**src/rtl/cdda_ctrl.sv**
```systemverilog
`timescale 1ns/1ps
// cdda_ctrl: CD-DA sample FIFO sequencer.
// Fetches whole sectors from an upstream source and writes them word by word
// into the CD-DA FIFO as edge-style strobes. It also paces the FIFO read
// strobes at the sample rate using a fractional accumulator.
//
// Source handshake (valid/ready): a word transfers on every rising CLK edge
// where SRC_VALID & SRC_READY are both high. SRC_READY depends only on the
// FSM state, never on SRC_VALID. The source holds SRC_DATA stable while
// SRC_VALID is high and no transfer has happened yet.
module cdda_ctrl #(
  parameter int unsigned SYS_HZ       = 48000000,
  parameter int unsigned SAMPLE_HZ    = 44100,
  parameter int unsigned SECTOR_WORDS = 1176
) (
  input  logic        CLK,
  input  logic        nRESET,
  input  logic        PLAY,
  output logic        SRC_REQ,
  input  logic        SRC_VALID,
  input  logic [15:0] SRC_DATA,
  output logic        SRC_READY,
  input  logic        FIFO_WRITE_READY,
  output logic        FIFO_WRITE,
  output logic [15:0] FIFO_DOUT,
  output logic        FIFO_READ,
  output logic        BUSY,
  output logic [15:0] SECTOR_CNT,
  output logic [2:0]  dbg_state
);

  typedef enum logic [2:0] {
    S_IDLE = 3'd0,
    S_REQ  = 3'd1,
    S_XFER = 3'd2,
    S_WR   = 3'd3,
    S_GAP  = 3'd4,
    S_DONE = 3'd5
  } state_t;

  localparam int unsigned CW = $clog2(SECTOR_WORDS + 1);
  localparam logic [CW-1:0] LAST_WORD   = CW'(SECTOR_WORDS);
  localparam logic [32:0]   SAMPLE_STEP = 33'(SAMPLE_HZ);
  localparam logic [32:0]   SYS_LIMIT   = 33'(SYS_HZ);

  state_t        state;
  state_t        state_next;
  logic [CW-1:0] word_cnt;
  logic [15:0]   dout_q;
  logic [15:0]   sector_q;
  logic [31:0]   acc;
  logic [32:0]   acc_sum;
  logic          tick;
  logic          read_q;
  logic          handshake;

  assign handshake  = SRC_VALID & SRC_READY;
  assign FIFO_DOUT  = dout_q;
  assign SECTOR_CNT = sector_q;
  assign FIFO_READ  = read_q;
  assign dbg_state  = state;

  // State register.
  always_ff @(posedge CLK or negedge nRESET) begin
    if (!nRESET) state <= S_IDLE;
    else         state <= state_next;
  end

  // Next-state and Moore outputs. Every word costs at least three cycles:
  // the handshake, the write strobe, and a gap that guarantees a fresh edge.
  always_comb begin
    state_next = state;
    SRC_REQ    = 1'b0;
    SRC_READY  = 1'b0;
    FIFO_WRITE = 1'b0;
    BUSY       = 1'b0;
    case (state)
      S_IDLE: begin
        if (PLAY && FIFO_WRITE_READY) state_next = S_REQ;
      end
      S_REQ, S_XFER: begin
        SRC_REQ   = 1'b1;
        SRC_READY = 1'b1;
        BUSY      = 1'b1;
        if (SRC_VALID) state_next = S_WR;
      end
      S_WR: begin
        SRC_REQ    = 1'b1;
        FIFO_WRITE = 1'b1;
        BUSY       = 1'b1;
        state_next = S_GAP;
      end
      S_GAP: begin
        SRC_REQ    = 1'b1;
        BUSY       = 1'b1;
        state_next = (word_cnt == LAST_WORD) ? S_DONE : S_XFER;
      end
      S_DONE: begin
        BUSY       = 1'b1;
        state_next = S_IDLE;
      end
      default: state_next = S_IDLE;
    endcase
  end

  // Datapath: FIFO_DOUT only moves on a handshake, so it stays put through
  // the strobe and the gap after it. The FIFO latches the R word late and
  // relies on this.
  always_ff @(posedge CLK or negedge nRESET) begin
    if (!nRESET) begin
      dout_q   <= '0;
      word_cnt <= '0;
      sector_q <= '0;
    end else begin
      if (handshake)        dout_q   <= SRC_DATA;
      if (state == S_WR)    word_cnt <= word_cnt + 1'b1;
      else if (state == S_DONE) word_cnt <= '0;
      if (state == S_DONE)  sector_q <= sector_q + 16'd1;
    end
  end

  assign acc_sum = {1'b0, acc} + SAMPLE_STEP;
  assign tick    = (acc_sum >= SYS_LIMIT);

  // Read pacing: the accumulator always runs. PLAY only masks the pulse, so
  // resuming playback never produces catch-up reads.
  always_ff @(posedge CLK or negedge nRESET) begin
    if (!nRESET) begin
      acc    <= '0;
      read_q <= 1'b0;
    end else begin
      acc    <= tick ? 32'(acc_sum - SYS_LIMIT) : acc_sum[31:0];
      read_q <= tick & PLAY;
    end
  end

endmodule

```
**config.mk**
```make
export PLATFORM = sky130hd
export DESIGN_NAME = cdda_ctrl
export DESIGN_NICKNAME = d
export VERILOG_FILES = /design/src/rtl/cdda_ctrl.sv
export SDC_FILE = /design/constraint.sdc
export NUM_CORES = 1
export LEC_CHECK = 0
export ABC_AREA = 1
export BUFFER_PORTS_ARGS = -buffer_cell sky130_fd_sc_hd__buf_2
export CAP_MARGIN = 5
export CORE_ASPECT_RATIO = 0.7
export CORE_UTILIZATION = 33
export DETAILED_ROUTE_END_ITERATION = 12
export PLACE_DENSITY_LB_ADDON = 0.05
export SYNTH_ARGS = -nofsm -noshare
export SYNTH_HDL_FRONTEND = slang
export SYNTH_SLANG_ARGS = --single-unit
```
**constraint.sdc**
```tcl
create_clock -name CLK -period 2.5 [get_ports CLK]
set_clock_uncertainty 0.1 [all_clocks]
set_input_delay 0.25 -clock CLK [delete_from_list [all_inputs] [get_ports CLK]]
set_output_delay 0.25 -clock CLK [all_outputs]
set_load 0.05 [all_outputs]
```
==> results.py <==
metrics = {
    "min_path": {
        "min-delay-path-class": "primary input to flip-flop",
    },
    "sta": {
        "finalWorstSetupSlack_ns": -0.301,
        "worstMarginPinSlew_ns": 0.516,
        "final_period_minus_worst_setup_slack_ns": 2.80,
        "worst_slew_margin_rel": 0.656,
        "finalHoldViolations": 0,
        "finalCritPeriodShare": 1.12,
        "rsz0062_at_grt": "yes",
        "setup_viol_count_final": 22,
        "timing_max_transition_violations_final": 0,
        "hold_slack_ns": 0.0215,
        "maxClockFrequency_mhz": 357,
    },
    "floorplanning": {
        "standard_cell_core_area_mm2": 0.0148,
        "die_width_um": 150,
        "top_level_ports": 61,
        "initial_utilization": 0.341,
        "floorplan.rows": 37,
        "design.die.area_mm2": 0.0157,
        "fp.dieH_um": 105,
    },
    "synthesis": {
        "synth_cell_types": 35,
        "postSynthRegisterBits": 77,
        "synth_area_mm2": 0.00503,
        "synth_area_per_cell_um2": 6.98,
        "post-synth-top-area-cell": "dfrtp_1",
        "ys_warn_count": 0,
        "synthesis.instances": 720,
        "ys_seq_area_frac": 0.383,
        "netlist.area_leader.share": 0.383,
        "synth_area_leaders": "dfrtp_1 38%, nand2_1 18%, nand3_1 7.0%",
        "synthesis.nets": 747,
    },
    "clock_tree": {
        "cts_buffers": 9,
        "clock-sinks": 77,
        "insertion_delay_ns": 0.35,
        "clock-root-buffer": "clkbuf_16",
        "cts_tree": "yes",
        "clk_path_buf_depth": 2,
        "cts.reportedPaths.clkPinSlew_ns": 0.06,
        "h-tree-depth": 3,
    },
    "route": {
        "antenna_violating_nets_post_route": 0,
        "postRouteWirelength_um": 15200,
        "avgViaCountPerCell": 4.78,
        "drt_pre_antenna_iters": 6,
        "drc_errors": 0,
        "detail_routed_net_length_per_standard_cell_um": 14.0,
        "route.vias.total": 5175,
        "drt-initial-drc-count": 288,
    },
    "power": {
        "cellPowerDensity_mw_per_mm2": 679,
        "ir_worst_vdd_uv": 944,
        "cellLeakagePower_nw": 3.62,
    },
    "finish": {
        "nFillCells": 1483,
        "area_growth_syn_to_layout_pct": 37.8,
        "insertedDiodeCount": 0,
        "layout-drive-gt1-share": 0.316,
        "final_cells": 1082,
        "num-nets-final": 909,
        "multi_input_area_mm2": 0.00293,
        "final_core_utilization": 0.469,
        "final-seq-area_mm2": 0.00193,
    },
    "global_routing": {
        "grt_remaining_overflow": 0,
        "initial_antenna_violation_count": 0,
        "grt_max_degree": 41,
        "grt_first_pass_wirelength_um": 25000,
        "track_usage": 0.206,
        "first_global_vias": 4957,
    },
    "outcome": {
        "violations": "setup timing",
        "status": "finished, violations left",
    },
    "setup_path": {
        "critical_path_required_ns": 2.63,
        "timing.critical_path.max_delay_family": "simple AND/OR/NAND/NOR gates",
        "timing.critical_path.slowest_cell_delay_ns": 0.35,
        "crit_path_top_delay_cell": "dfrtp_1",
        "worstPathMaxFanout": 8,
        "critPathKind": "flip-flop to flip-flop",
        "worstPathCellList": "ha_2 -> nand3_2 -> buf_4 -> nand2_1 -> nand2_1 -> inv_1 -> nand2_2 -> nand2_4 -> nand3_1 -> nand2_1 -> inv_1 -> nand2_1 -> nor2_1 -> nand3_1 -> nand2_2 -> inv_2 -> nand2_4 -> buf_12 -> buf_12 -> buf_12 -> nand2_4 -> o21ai_2",
        "crit_path_frequent_cell": "nand2_1",
        "path_buf_inv": 7,
        "crit_path_end_kind": "flip-flop",
        "critPathLaunchType": "flip-flop",
        "cp.arrival_ns": 2.93,
    },
    "place": {
        "place.detailed.instances": 1051,
        "pre_cts_ws_ns": -0.268,
        "placement.io_buffers": 60,
        "hpwlAfterDp_um": 11800,
        "place_congestion": 0.871,
    },
    "flow_run": {
        "cap_violations": 0,
    },
}
registers in the layout, summed over array words and instances (netlist names):
signal,cells
dbg_state,3
word_cnt,11
SECTOR_CNT,16
acc,30
FIFO_DOUT,16
FIFO_READ,1
cell type report:
type,instances,share of cell area
Clock buffer,9,0.0325
Timing Repair Buffer,157,0.169
Multi-Input combinational cell,539,0.423
Sequential cell,77,0.278
Clock inverter,7,0.00831
Inverter,98,0.0531
Tap cell,195,0.0352
through the flow:
step / power (W) / TNS [ns] / area, um2
after detailed placement: 0.00347 / -5.19 / 6200
final: 0.00470 / -5.06 / 6930
after CTS: 0.00476 / -3.98 / 6760
after global routing: 0.00495 / -9.97 / 6930
after global placement: 0.00344 / -2.49 / 6200
after floorplan: 0.00298 / 0 / 5050
synthesized netlist by cell type:
| cell | instances |
|---|---|
| nor2_4 | 1 |
| a21boi_0 | 1 |
| nand2_1 | 245 |
| nand2_2 | 8 |
| a21oi_1 | 14 |
| nand3b_1 | 9 |
| o21ai_2 | 7 |
| clkbuf_1 | 1 |
| xor2_1 | 16 |
| nor2_2 | 7 |
| xnor2_1 | 8 |
| ha_1 | 6 |
| o22a_1 | 1 |
| inv_1 | 91 |
| buf_6 | 4 |
| o211ai_1 | 1 |
| nand4_1 | 17 |
| nor4_1 | 2 |
| inv_2 | 7 |
| o21ai_0 | 14 |
| o21ai_1 | 4 |
| o32ai_1 | 1 |
| o21bai_1 | 1 |
| mux2_2 | 16 |
| o22ai_1 | 3 |
| nand2_4 | 2 |
| nor2_1 | 71 |
| nand3_2 | 1 |
| dfrtp_1 | 77 |
| buf_4 | 1 |
| nor3_1 | 10 |
| o21a_1 | 1 |
| nor3b_1 | 1 |
| or2_1 | 1 |
| nand3_1 | 70 |
cells by family (layout without fill, tap and decap cells):
family,after synthesis,in the layout,synth area share
compound gates,48,48,0.0572
buf+inv,104,271,0.0843
mux,16,16,0.0358
flops,77,77,0.383
simple gates,445,445,0.383
fa+ha+maj,6,6,0.0149
xor+xnor,24,24,0.0418
cells in the final DEF (no fill, tap or decap), types with 3 or more instances in the layout:
master	netlist	final
nand2_1	245	213
inv_1	91	85
buf_4	1	85
dfrtp_1	77	76
nand3_1	70	65
nor2_1	71	65
buf_2	0	59
nand2_2	8	26
nand4_1	17	17
xor2_1	16	16
nand2_4	2	16
mux2_2	16	16
o21ai_0	14	14
inv_2	7	13
a21oi_1	14	13
o21ai_2	7	11
nor2_2	7	10
nand3b_1	9	9
nor3_1	10	9
clkbuf_16	0	9
buf_12	0	9
xnor2_1	8	8
nand3_2	1	6
nor2_4	1	4
ha_1	6	4
o22ai_1	3	3
clkinvlp_4	0	3
inv_6	0	3
worst register-to-register path, delay by kind of cell (launching register included):
| family | cells | cell delay, ns |
|---|---|---|
| buf+inv | 7 | 0.79 |
| flops | 1 | 0.35 |
| fa+ha+maj | 1 | 0.19 |
| compound gates | 1 | 0.05 |
| simple gates | 13 | 1.20 |
final timing paths:
path / from / slack (ns) / to / cells after the start
setup / recovery: acc[2] / -0.30 / acc[13] / 22
hold / removal: PLAY / 0.02 / FIFO_READ / 3
setup reg to reg: acc[2] / -0.30 / acc[13] / 22
hold reg to reg: SECTOR_CNT[15] / 0.37 / SECTOR_CNT[15] / 1
max in group asynchronous: nRESET / 1.39 / acc[28] / 3
min in group asynchronous: nRESET / 0.31 / dbg_state[2] / 2
metal layers:
| metal | global-route usage | vias to the layer above | wire (um) |
|---|---|---|---|
| met5 | 0 | - | 0 |
| met4 | 0.0430 | 0 | 116 |
| met3 | 0.0446 | 11 | 655 |
| met2 | 0.289 | 100 | 6230 |
| met1 | 0.318 | 2442 | 8170 |
| li1 | - | 2622 | - |
where the power goes:
part | internal [W] | switching (W)
logic | 0.000495 | 0.00134
registers | 0.00147 | 0.000132
clock network | 0.000684 | 0.000579
total | 0.00265 | 0.00206
timing repair:
item | in CTS | in global routing
pin swaps | 10 | 15
endpoints found under the hold margin | 37 | 0
cloned | 2 | 0
hold buffers | 1 | 0
gates resized for setup | 35 | 44
setup endpoints to repair | 22 | 25
setup buffers | 9 | 5
No activity file was read; power rests on OpenSTA's default activity.
